[src/rtl/flash_avmm_arbiter.sv]
// Burst-atomic round-robin arbiter sharing one flash AVMM port between two masters.
// Optional watchdog enabled by `define FLASH_ARB_TIMEOUT_EN (adds the timeout_err port).
module flash_avmm_arbiter #(
   parameter int unsigned FLASH_ADDR_WIDTH = 28,
   parameter int unsigned TIMEOUT_CYCLES   = 65536
) (
   input  logic                        clk,
   input  logic                        reset,
   input  logic [FLASH_ADDR_WIDTH-1:0] m0_addr,
   input  logic                        m0_write,
   input  logic                        m0_read,
   input  logic [6:0]                  m0_burstcnt,
   input  logic [31:0]                 m0_wrdata,
   output logic [31:0]                 m0_rddata,
   output logic                        m0_rddvld,
   output logic                        m0_waitreq,
   input  logic [FLASH_ADDR_WIDTH-1:0] m1_addr,
   input  logic                        m1_write,
   input  logic                        m1_read,
   input  logic [6:0]                  m1_burstcnt,
   input  logic [31:0]                 m1_wrdata,
   output logic [31:0]                 m1_rddata,
   output logic                        m1_rddvld,
   output logic                        m1_waitreq,
   output logic [FLASH_ADDR_WIDTH-1:0] s_addr,
   output logic                        s_write,
   output logic                        s_read,
   output logic [6:0]                  s_burstcnt,
   output logic [31:0]                 s_wrdata,
   input  logic [31:0]                 s_rddata,
   input  logic                        s_rddvld,
   input  logic                        s_waitreq,
   output logic [1:0]                  grant,
   output logic                        arb_busy,
   output logic                        burst_err
`ifdef FLASH_ARB_TIMEOUT_EN
   ,
   output logic                        timeout_err
`endif
);

   typedef enum logic [2:0] {StIdle, StWr, StRdCmd, StRdData, StFlush} state_e;

   state_e                      state_q, state_d;
   logic [1:0]                  grant_q, grant_d;
   logic                        last_grant_q, last_grant_d;
   logic [6:0]                  beat_cntr_q, beat_cntr_d;
   logic                        burst_err_q, burst_err_d;

   logic                        own_write, own_read;
   logic [6:0]                  own_cnt;
   logic [FLASH_ADDR_WIDTH-1:0] own_addr;
   logic [31:0]                 own_wrdata;
   logic                        bad_cnt;
   logic [6:0]                  eff_cnt;
   logic                        wr_beat, rd_acc, rd_beat, progress, tmo;
   logic                        fwd_wait, rd_vld;
   logic [31:0]                 rd_dat;

   always_comb begin
      own_write  = 1'b0;
      own_read   = 1'b0;
      own_cnt    = '0;
      own_addr   = '0;
      own_wrdata = '0;
      if (grant_q[0]) begin
         own_write  = m0_write;
         own_read   = m0_read;
         own_cnt    = m0_burstcnt;
         own_addr   = m0_addr;
         own_wrdata = m0_wrdata;
      end else if (grant_q[1]) begin
         own_write  = m1_write;
         own_read   = m1_read;
         own_cnt    = m1_burstcnt;
         own_addr   = m1_addr;
         own_wrdata = m1_wrdata;
      end
   end

   assign bad_cnt  = (own_cnt == 7'd0) || (own_cnt > 7'd64);
   assign eff_cnt  = bad_cnt ? 7'd1 : own_cnt;
   assign wr_beat  = (state_q == StWr) && own_write && !s_waitreq;
   assign rd_acc   = (state_q == StRdCmd) && own_read && !s_waitreq;
   assign rd_beat  = (state_q == StRdData) && s_rddvld;
   assign progress = wr_beat || rd_acc || rd_beat;

`ifdef FLASH_ARB_TIMEOUT_EN
   logic [31:0] wd_q, wd_d;
   logic        timeout_err_q;

   assign tmo = (wd_q >= TIMEOUT_CYCLES) && !progress &&
                ((state_q == StWr) || (state_q == StRdCmd) || (state_q == StRdData));

   always_comb begin
      wd_d = wd_q + 32'd1;
      if ((state_q == StIdle) || (state_q == StFlush) || progress) wd_d = '0;
   end

   always_ff @(posedge clk) begin
      if (reset) begin
         wd_q          <= '0;
         timeout_err_q <= 1'b0;
      end else begin
         wd_q          <= wd_d;
         timeout_err_q <= timeout_err_q | tmo;
      end
   end

   assign timeout_err = timeout_err_q;
`else
   assign tmo = 1'b0;
`endif

   always_ff @(posedge clk) begin
      if (reset) begin
         state_q      <= StIdle;
         grant_q      <= 2'b00;
         last_grant_q <= 1'b1;
         beat_cntr_q  <= '0;
         burst_err_q  <= 1'b0;
      end else begin
         state_q      <= state_d;
         grant_q      <= grant_d;
         last_grant_q <= last_grant_d;
         beat_cntr_q  <= beat_cntr_d;
         burst_err_q  <= burst_err_d;
      end
   end

   always_comb begin
      state_d      = state_q;
      grant_d      = grant_q;
      last_grant_d = last_grant_q;
      beat_cntr_d  = beat_cntr_q;
      burst_err_d  = burst_err_q;
      unique case (state_q)
         StIdle: begin
            // last_grant_q is the index of the previous winner; the other master wins a tie
            if ((m0_write || m0_read) && (!(m1_write || m1_read) || last_grant_q)) begin
               grant_d      = 2'b01;
               last_grant_d = 1'b0;
               state_d      = m0_write ? StWr : StRdCmd;
            end else if (m1_write || m1_read) begin
               grant_d      = 2'b10;
               last_grant_d = 1'b1;
               state_d      = m1_write ? StWr : StRdCmd;
            end
         end
         StWr: begin
            if (wr_beat) begin
               // A zero count marks the first beat; the counter holds beats still to come
               if (beat_cntr_q == 7'd0) begin
                  burst_err_d = burst_err_q | bad_cnt;
                  beat_cntr_d = eff_cnt - 7'd1;
                  if (eff_cnt == 7'd1) begin
                     state_d = StIdle;
                     grant_d = 2'b00;
                  end
               end else begin
                  beat_cntr_d = beat_cntr_q - 7'd1;
                  if (beat_cntr_q == 7'd1) begin
                     state_d = StIdle;
                     grant_d = 2'b00;
                  end
               end
            end
         end
         StRdCmd: begin
            if (rd_acc) begin
               burst_err_d = burst_err_q | bad_cnt;
               beat_cntr_d = eff_cnt;
               state_d     = StRdData;
            end
         end
         StRdData: begin
            if (rd_beat) begin
               beat_cntr_d = beat_cntr_q - 7'd1;
               if (beat_cntr_q <= 7'd1) begin
                  state_d = StIdle;
                  grant_d = 2'b00;
               end
            end
         end
         StFlush: begin
            beat_cntr_d = beat_cntr_q - 7'd1;
            if (beat_cntr_q <= 7'd1) begin
               state_d = StIdle;
               grant_d = 2'b00;
            end
         end
         default: begin
            state_d = StIdle;
            grant_d = 2'b00;
         end
      endcase
      if (tmo) begin
         if (state_q == StRdData) begin
            state_d = StFlush;
         end else begin
            state_d     = StIdle;
            grant_d     = 2'b00;
            beat_cntr_d = '0;
         end
      end
   end

   assign fwd_wait = ((state_q == StWr) || (state_q == StRdCmd)) && !tmo ? s_waitreq : 1'b1;
   assign rd_vld   = rd_beat || (state_q == StFlush);
   assign rd_dat   = (state_q == StFlush) ? 32'hDEADBEEF : s_rddata;

   always_comb begin
      s_addr     = own_addr;
      s_burstcnt = own_cnt;
      s_wrdata   = own_wrdata;
      s_write    = (state_q == StWr) && own_write && !tmo;
      s_read     = (state_q == StRdCmd) && own_read && !tmo;
      m0_waitreq = 1'b1;
      m1_waitreq = 1'b1;
      m0_rddvld  = 1'b0;
      m1_rddvld  = 1'b0;
      m0_rddata  = '0;
      m1_rddata  = '0;
      if (grant_q[0]) begin
         m0_waitreq = fwd_wait;
         m0_rddvld  = rd_vld;
         m0_rddata  = rd_vld ? rd_dat : 32'd0;
      end
      if (grant_q[1]) begin
         m1_waitreq = fwd_wait;
         m1_rddvld  = rd_vld;
         m1_rddata  = rd_vld ? rd_dat : 32'd0;
      end
   end

   assign grant     = grant_q;
   assign arb_busy  = (state_q != StIdle);
   assign burst_err = burst_err_q;

endmodule

[config.mk]
export PLATFORM = sky130hd
export DESIGN_NAME = flash_avmm_arbiter
export DESIGN_NICKNAME = d
export VERILOG_FILES = /design/src/rtl/flash_avmm_arbiter.sv
export SDC_FILE = /design/constraint.sdc
export NUM_CORES = 1
export LEC_CHECK = 0
export CORE_AREA = 2 2 122 124
export DETAILED_ROUTE_END_ITERATION = 10
export DIE_AREA = 0 0 124 126
export PLACE_DENSITY = 0.7
export SYNTH_ARGS = -nofsm -noshare
export SYNTH_HDL_FRONTEND = slang
export SYNTH_SLANG_ARGS = --single-unit
[constraint.sdc]
create_clock -name clk -period 2.5 [get_ports clk]
set_input_delay 0.25 -clock clk [delete_from_list [all_inputs] [get_ports clk]]
set_output_delay 0.25 -clock clk [all_outputs]
set_load 0.05 [all_outputs]
==> summary by stage, run 1 <==
Clocking
In this run, post-CTS hold repair placed 0 buffers. Clock latency on the worst-skew pair, taken at its later pin, is 0.25 ns. The number of buffers created by CTS is 3.

TritonCTS built the clock tree. For this design, the sink count on the clock tree is 13. CTS built an H-tree with a depth of 1. The clock transition at the register clock pins on the worst setup and hold paths after CTS is 0.05 ns. The clock root buffer is sky130_fd_sc_hd__clkbuf_16. In this run the deepest clock path goes through 2 buffers.

Logic synthesis
The post-synthesis cell count is 333. Counting flops with a built-in enable in the synthesized netlist gives 0. The sequential cell area fraction in the yosys report is 0.1077. In this run the cell area of the synthesized design comes to 2416 um^2. Ranked by instance count, the synthesized netlist is headed by sky130_fd_sc_hd__and2_1, sky130_fd_sc_hd__a22o_1, sky130_fd_sc_hd__nor2_1. The mean instance size in the synthesized netlist is 7.255 um^2.

The total number of yosys warnings is 0. The share of the synthesized area in the top cell type is 0.2284. By area the synthesized netlist is led by sky130_fd_sc_hd__a22o_1, sky130_fd_sc_hd__and2_1, sky130_fd_sc_hd__dfxtp_1. In the synthesized netlist the async set-or-reset flop fraction comes to 0. When the netlist entered floorplanning its net count stood at 516.

For this run, the leading register cell type out of synthesis is sky130_fd_sc_hd__dfxtp_1. Synthesis instantiated 57 different standard cells from the library. Synthesis inferred 13 register bits. Of all cell types, the one taking the most synthesized area is sky130_fd_sc_hd__a22o_1.

The cell with the most instances after synthesis is sky130_fd_sc_hd__and2_1.

Timing
The tightest hold path in the finished design has a slack of 0.5078 ns. The final cycle utilization of the critical path is 1.097. The fmax is 364.8 MHz. The actual slew at the worst max-slew pin is 0.5845 ns. The clock arrives with 0.001550 ns of skew. The count of final hold-check violations is 0. The number of failing setup endpoints in the final timing report is 3. The number of pins exceeding their max-slew limit in the final report is 0. The post-layout minimum cycle time is 2.742 ns. The minimum setup slack in the final design is -0.2415 ns. Headroom to the max-slew limit came out at 0.6104. Setup repair after global routing could not meet its margin everywhere.

Run status
The run finished, with violations left. The checks that failed: setup timing.

Die
The core region is 14310 um^2. The die is 126 um tall. The floorplan die area is 15620 um^2.

The effective utilization at floorplan is 0.1688. In this run the horizontal extent of the chip is 124 um. After floorplanning, the core was divided into 44 placement rows. The I/O pin count is 315.

Critical path
The sort of element at the end of the critical path is a flip-flop. In this run the critical register-to-register path is launched from grant[0]$_SDFFE_PP0P_. In this run the worst path has a maximum fanout of 8. Traced cell by cell, the critical path runs through nand2b_4, o21ai_4, nor3_4, and3_4, o21bai_4, ha_2, nand4_1, nor4_2, or3_4, nand3_4, or3b_4, a21oi_2. The largest stage delay on the critical path is 0.40 ns.

The critical path startpoint category is a flip-flop. The endpoint identified for the worst register-to-register timing path is grant[1]$_SDFFE_PP0P_. For flop-to-flop paths, the worst setup slack is -0.24 ns. The critical-path cell with the highest stage delay is sky130_fd_sc_hd__or3b_4.

The number of cells traversed by the worst register-to-register path is 12. STA puts the critical path data arrival time at 2.91 ns. The required time of the critical path is 2.67 ns. The critical setup path kind is flip-flop to flip-flop.

Worst hold path
The worst min-delay path startpoint is burst_err$_SDFFE_PP0P_. The worst hold path belongs to the class flip-flop to flip-flop. The worst hold path terminates at burst_err$_SDFFE_PP0P_.

The worst hold path passes through 2 cells.

Global route
The met2 demand-to-capacity share in global routing is 0.3484. For this run, the total global-route usage over all layers was measured as 0.2149. The first-pass GRT wire length is 24690 um. For met1 alone, demand over resource in global routing was 0.2939. For this run the aggregate overflow at the end of global routing stands at 0. The initial antenna violation count is 0. The busiest metal layer after global routing is met2.

The routing usage on met3 is 0.06341. The number of global-route vias before repair is 3886. The pin count of the biggest net entering global routing is 61.

Placed design
After legalization and detailed placement, the total HPWL measured 15790 um. The global placer's final weighted congestion is 0.8675. The number of I/O port buffers is 314. The worst setup timing slack at the placement stage is -0.4078 ns.

Drt
The mean number of vias per cell is 4.710. For this run, the detailed router's first-pass iteration total came to 4. The average wire per cell in the routed design is 21.59 um. In this run the remaining antenna-violating nets after routing total 0.

The wire length reported by the detailed router is 18120 um. The routed layout has 3952 vias. In this run, the number of DRC markers left after iteration 0 of detailed routing was 267.

In the routed design, unresolved DRC markers number 0.

Power
The overall power is 7.679 mW. The total power divided by cell area is 1027 nW/um^2. IR analysis of the VDD net gives a maximum drop of 0.0004813 V.

The total leakage power is 3.058 nW.

Flow run
The number of max-capacitance violations reported is 0.

Layout
The layout cell share with drive strength beyond 1 is 0.3160. After the last flow step, the layout net total stands at 839. The layout has 1253 filler cells. 0 antenna diodes ended up in the layout. The synthesis-to-layout area growth is 209.5%.
## per-stage QoR
step / setup TNS [ns] / util / std cells / instance area, um^2
finish: -0.5228 / 0.5225 / 839 / 7478
global route: -1.107 / 0.5225 / 839 / 7478
CTS: -0.06856 / 0.5133 / 833 / 7347
detailed placement: -1.818 / 0.5065 / 829 / 7249
global placement: -1.347 / 0.5065 / 829 / 7249
floorplan: -0.9123 / - / 333 / 2469
## where the power goes
group | switching (mW) | leakage (nW) | internal, mW | total, mW
Combinational | 3.84 | 2.91 | 3.11 | 6.95
Clock | 0.0968 | 0.0382 | 0.216 | 0.313
Sequential | 0.117 | 0.109 | 0.298 | 0.415
## placed cells by master, fill, tap and decap left out, types with 5 or more instances in the layout
| cell type | Yosys | final |
|---|---|---|
| sky130_fd_sc_hd__a21oi_1 | 7 | 6 |
| sky130_fd_sc_hd__nor3_1 | 8 | 8 |
| sky130_fd_sc_hd__nor2_1 | 27 | 25 |
| sky130_fd_sc_hd__o21ai_0 | 12 | 9 |
| sky130_fd_sc_hd__nand2_1 | 14 | 14 |
| sky130_fd_sc_hd__ha_1 | 9 | 6 |
| sky130_fd_sc_hd__buf_4 | 3 | 32 |
| sky130_fd_sc_hd__inv_1 | 14 | 14 |
| sky130_fd_sc_hd__a22o_1 | 63 | 62 |
| sky130_fd_sc_hd__clkdlybuf4s50_1 | 0 | 171 |
| sky130_fd_sc_hd__dfxtp_1 | 13 | 11 |
| sky130_fd_sc_hd__a31oi_1 | 5 | 5 |
| sky130_fd_sc_hd__buf_12 | 0 | 134 |
| sky130_fd_sc_hd__and2_1 | 64 | 64 |
| sky130_fd_sc_hd__dlymetal6s2s_1 | 0 | 7 |
## logic make-up after synthesis
group / Yosys count / share of synthesized area
AO/OA/AOI/OAI: 125 / 0.4309
adder cells (fa/ha/maj): 9 / 0.04661
flip-flops: 13 / 0.1077
XOR/XNOR: 3 / 0.01088
multiplexers: 3 / 0.01243
AND/OR/NAND/NOR: 135 / 0.3164
buffers and inverters: 45 / 0.07509
## state kept, by name, indices dropped and copies added, names as in the netlist
| signal | count |
|---|---|
| beat_cntr_q | 7 |
| burst_err | 1 |
| state_q | 2 |
| last_grant_q | 1 |
| grant | 2 |
## layer usage
metal | wire, um | vias up
li1 | - | 1878
met1 | 7751 | 1824
met2 | 8447 | 242
met3 | 1797 | 8
met4 | 119 | 0
met5 | 0 | -
## worst max-delay path by stage
stage | start | end | slack, ns | depth (start not counted)
2_1_floorplan | grant[0]$_SDFFE_PP0P_ | grant[1]$_SDFFE_PP0P_ | -0.28 | 13
3_3_place_gp | m0_burstcnt[4] | grant[1]$_SDFFE_PP0P_ | -0.31 | 13
3_5_place_dp | m0_burstcnt[4] | grant[1]$_SDFFE_PP0P_ | -0.41 | 13
4_1_cts | grant[1]$_SDFFE_PP0P_ | grant[1]$_SDFFE_PP0P_ | -0.07 | 12
5_1_grt | grant[0]$_SDFFE_PP0P_ | grant[1]$_SDFFE_PP0P_ | -0.31 | 12
6_report | grant[0]$_SDFFE_PP0P_ | grant[1]$_SDFFE_PP0P_ | -0.24 | 12
## worst max-delay path, delay by kind of cell (launching register included)
family / cells / cell delay (ns)
flops: 1 / 0.39
fa+ha+maj: 1 / 0.18
simple gates: 8 / 1.64
compound gates: 3 / 0.43
## area by class of cell
cell class	count	area (um^2)	area share
inverter	16	62.56	0.008365
tap	184	230.2	0.03078
multi-input combinational	275	2083	0.2786
timing repair buffer	347	4756	0.6359
sequential	13	267.8	0.03580
clock buffer	4	78.83	0.01054
## repair_timing
action	in CTS	in global routing
buffers inserted	0	6
gates cloned	0	0
setup endpoints to repair	4	11
resized for setup	5	23
pin swaps	2	14
No activity file was read; power rests on OpenSTA's default activity.
==> run 2: changes to the inputs <==
==> constraint.sdc (replaced) <==
create_clock -name clk -period 2.5 [get_ports clk]
set_input_delay 0.25 -clock clk [delete_from_list [all_inputs] [get_ports clk]]
set_output_delay 0.25 -clock clk [all_outputs]
set_load 0.1 [all_outputs]
==> run 2 against run 1 <==
The run still ends with setup timing left. Combinational power grew 25%. Clock skew shrank 0.00067 ns. Count of clock-buffer cells in the layout is the same. Hold slack lost 0.031 ns. Total power grew 22%. Critical path depth grew 1. Largest cell class unchanged. Via count grew 2.8%. Core utilization grew 0.45 points. Maximum frequency grew 4.6%.
==> summary by stage, run 2 (same netlist as run 1, synthesis figures left out) <==
Drt
The DRC marker count from the first detailed-route iteration is 312 (+17%). The antenna violation net count after detailed routing is 0 (unchanged). The number of design rule violations left after detail routing is 0 (unchanged). The wire length reported by the detailed router is 16110 um (-11%). The average wire per cell in the routed design is 19.04 um (-12%). The mean number of vias per cell is 4.803 (+2.0%). The via count is 4063 (+2.8%). The number of optimization iterations in the first detailed-route pass is 5 (+1).

Critical path
The largest driver fanout on the critical path is 6 (-2). The worst setup path is launched from a flip-flop. The required time of the critical path is 2.65 ns (-0.02 ns).

The worst path arrival time is 2.77 ns (-0.14 ns). The critical setup path kind is flip-flop to flip-flop. The worst setup path is captured at a flip-flop.

Timing
The minimum setup slack in the final design came to -0.1208 ns (+0.1207 ns). The actual slew at the worst max-slew pin is 0.6076 ns (+0.02312 ns). Setup repair after global routing could not meet its margin everywhere. The number of pins exceeding their max-slew limit in the final report was 0 (unchanged). The fmax came to 381.6 MHz (+4.6%).

The final cycle utilization of the critical path is 1.048 (-0.04829). The number of failing setup endpoints in the final timing report is 4 (+1). The relative slew slack is 0.5949 (-0.01541). The setup skew after layout came to 0.0008833 ns (-0.0006662 ns).

The count of final hold-check violations is 0 (unchanged). The post-layout minimum cycle time came to 2.621 ns (-0.1207 ns). The post-route worst hold slack was 0.4770 ns (-0.03079 ns).

Clocking
The clock sink total is 13 (unchanged). The clock root buffer is sky130_fd_sc_hd__clkbuf_16. The source-to-sink clock delay at the later pin of the worst-skew pair is 0.24 ns (about the same).

The clock transition at the register clock pins on the worst setup and hold paths after CTS is 0.05 ns (about the same). The deepest clock path buffer count was 2 (unchanged). The number of buffers created by CTS came to 3 (unchanged). TritonCTS built the clock tree.

The level count of the clock H-tree is 1 (unchanged).

Global route
The met2 demand-to-capacity share in global routing is 0.3500 (+0.001616). The first-pass GRT wire length is 23780 um (-3.7%). The global routing usage summed across all routing layers is 0.1961 (-0.01880). The number of global-route vias before repair is 4205 (+8.2%). The total congestion overflow after global routing came to 0 (unchanged).

The met1 layer usage reported by global route is 0.2101 (-0.08372). The pin count of the biggest net entering global routing is 59 (-3.3%). The busiest metal layer after global routing is met2.

The routing usage on met3 was 0.09284 (+0.02944). The initial antenna violation count is 2 (+2).

Layout
The filler cell count in the final layout came to 1260 (+0.56%). The net count reported at finish came to 845 (+0.72%). The layout cell share with drive strength beyond 1 is 0.3843 (+0.06824).

The most common cell after layout, fill and taps aside is sky130_fd_sc_hd__clkdlybuf4s50_1. The register with the most flip-flops is beat_cntr_q. The area growth from synthesis to layout is 212.2%. In the layout the commonest cells are sky130_fd_sc_hd__clkdlybuf4s50_1, sky130_fd_sc_hd__buf_12, sky130_fd_sc_hd__a22o_1, sky130_fd_sc_hd__buf_4, sky130_fd_sc_hd__and2_2. The finished layout cell area is 7542 um^2 (+0.85%). The area occupied by multi-input gates is 2105 um^2 (+1.0%). The number of flip-flops under the largest register name is 7 (unchanged). The number of non-filler instances in the completed layout is 846 (+0.83%).

The storage element area was 267.8 um^2 (unchanged).

Placed design
The cell area reported after detailed placement was 7345 um^2 (+1.3%). The global placer's final weighted congestion was 0.9472 (+9.2%). The half-perimeter wire length after detailed placement is 13640 um (-14%). The cell total after placement was 834 (+0.60%). The number of I/O port buffers came to 314 (unchanged).

Die
The effective utilization at floorplan came to 0.1688 (unchanged). The height of the chip is 126 um (unchanged). The I/O pin count is 315 (unchanged).

The floorplan die area is 15620 um^2 (unchanged). The horizontal extent of the die came to 124 um (unchanged). The total number of placement rows is 44 (unchanged). The area of the core was 14310 um^2 (unchanged).

Power
The total leakage power is 3.070 nW (+0.37%). The largest voltage drop on the vdd net is 0.0009732 V (+100%). The total power divided by cell area is 1243 nW/um^2 (+21%).

Flow run
The number of max-capacitance violations reported came to 0 (unchanged).

Run status
The run finished, with violations left. The final reports fail on setup timing.

Worst hold path
The worst hold path belongs to the class flip-flop to flip-flop.
-- run 2: changes by cell type in the layout (fill, tap and decap cells not counted), sizes merged --
cell	change
buf	+11
dlymetal6s2s	-7
clkdlybuf4s50	+2
diode	+1
-- run 2: metal layers --
layer  vias up  routed length [um]
met4         2                 265
li1       1895                   -
met5         -                  13
met2       268                7880
met1      1872                5622
met3        26                2324
-- run 2: layout make-up --
class | count | share of cell area
Antenna cell | 1 | 0.0003318
Multi-Input combinational cell | 275 | 0.2790
Timing Repair Buffer | 353 | 0.6359
Sequential cell | 13 | 0.03550
Clock buffer | 4 | 0.01045
Inverter | 16 | 0.008295
Tap cell | 184 | 0.03052
-- run 2: worst paths after layout --
check | depth (start not counted) | end | start | slack (ns)
setup reg to reg | 13 | state_q[0]$_SDFFE_PP0P_ | grant[0]$_SDFFE_PP0P_ | -0.12
hold reg to reg | 2 | burst_err$_SDFFE_PP0P_ | burst_err$_SDFFE_PP0P_ | 0.48
setup / recovery | 13 | state_q[0]$_SDFFE_PP0P_ | grant[0]$_SDFFE_PP0P_ | -0.12
hold / removal | 2 | burst_err$_SDFFE_PP0P_ | burst_err$_SDFFE_PP0P_ | 0.48
-- run 2: worst max-delay path, cell delays in order, from the launching register on --
cell	delay, ns
sky130_fd_sc_hd__dfxtp_4	0.37
sky130_fd_sc_hd__buf_6	0.13
sky130_fd_sc_hd__a22o_4	0.25
sky130_fd_sc_hd__nor3_4	0.25
sky130_fd_sc_hd__and3_4	0.24
sky130_fd_sc_hd__o21bai_4	0.07
sky130_fd_sc_hd__ha_2	0.17
sky130_fd_sc_hd__nand4_1	0.11
sky130_fd_sc_hd__nor2_1	0.06
sky130_fd_sc_hd__or3_4	0.39
sky130_fd_sc_hd__nand3_2	0.10
sky130_fd_sc_hd__buf_4	0.12
sky130_fd_sc_hd__a211oi_2	0.04
sky130_fd_sc_hd__a211oi_1	0.22
-- run 2: metrics by stage --
stage	setup slack (ns)	utilization	power (mW)	setup TNS, ns
after floorplan	-0.4455	-	5.637	-1.832
after global placement	-0.2736	0.5131	8.700	-1.213
after detailed placement	-0.4378	0.5131	8.775	-2.225
after CTS	-0.1111	0.5250	9.284	-0.3172
after global routing	-0.2234	0.5267	9.714	-0.7985
final	-0.1208	0.5269	9.372	-0.3391
-- run 2: what timing repair did --
item,CTS,global route
hold endpoints to repair,0,0
pin swaps,9,4
endpoints found under the setup margin,4,5
resized for setup,12,4
hold buffers,0,0
setup buffers,7,0
-- run 2: where the power goes --
part / internal, mW / switching (mW) / total [mW]
clock network: 0.216 / 0.0946 / 0.310
registers: 0.297 / 0.101 / 0.398
logic: 3.25 / 5.41 / 8.66
==> run 3: changes to the inputs <==
==> constraint.sdc (replaced) <==
create_clock -name clk -period 2.5 [get_ports clk]
set_input_delay 0.25 -clock clk [delete_from_list [all_inputs] [get_ports clk]]
set_output_delay 0.25 -clock clk [all_outputs]
set_load 0.05 [all_outputs]
==> results of run 3 <==
No change in the layout: final DEF, timing and power equal those of run 1.
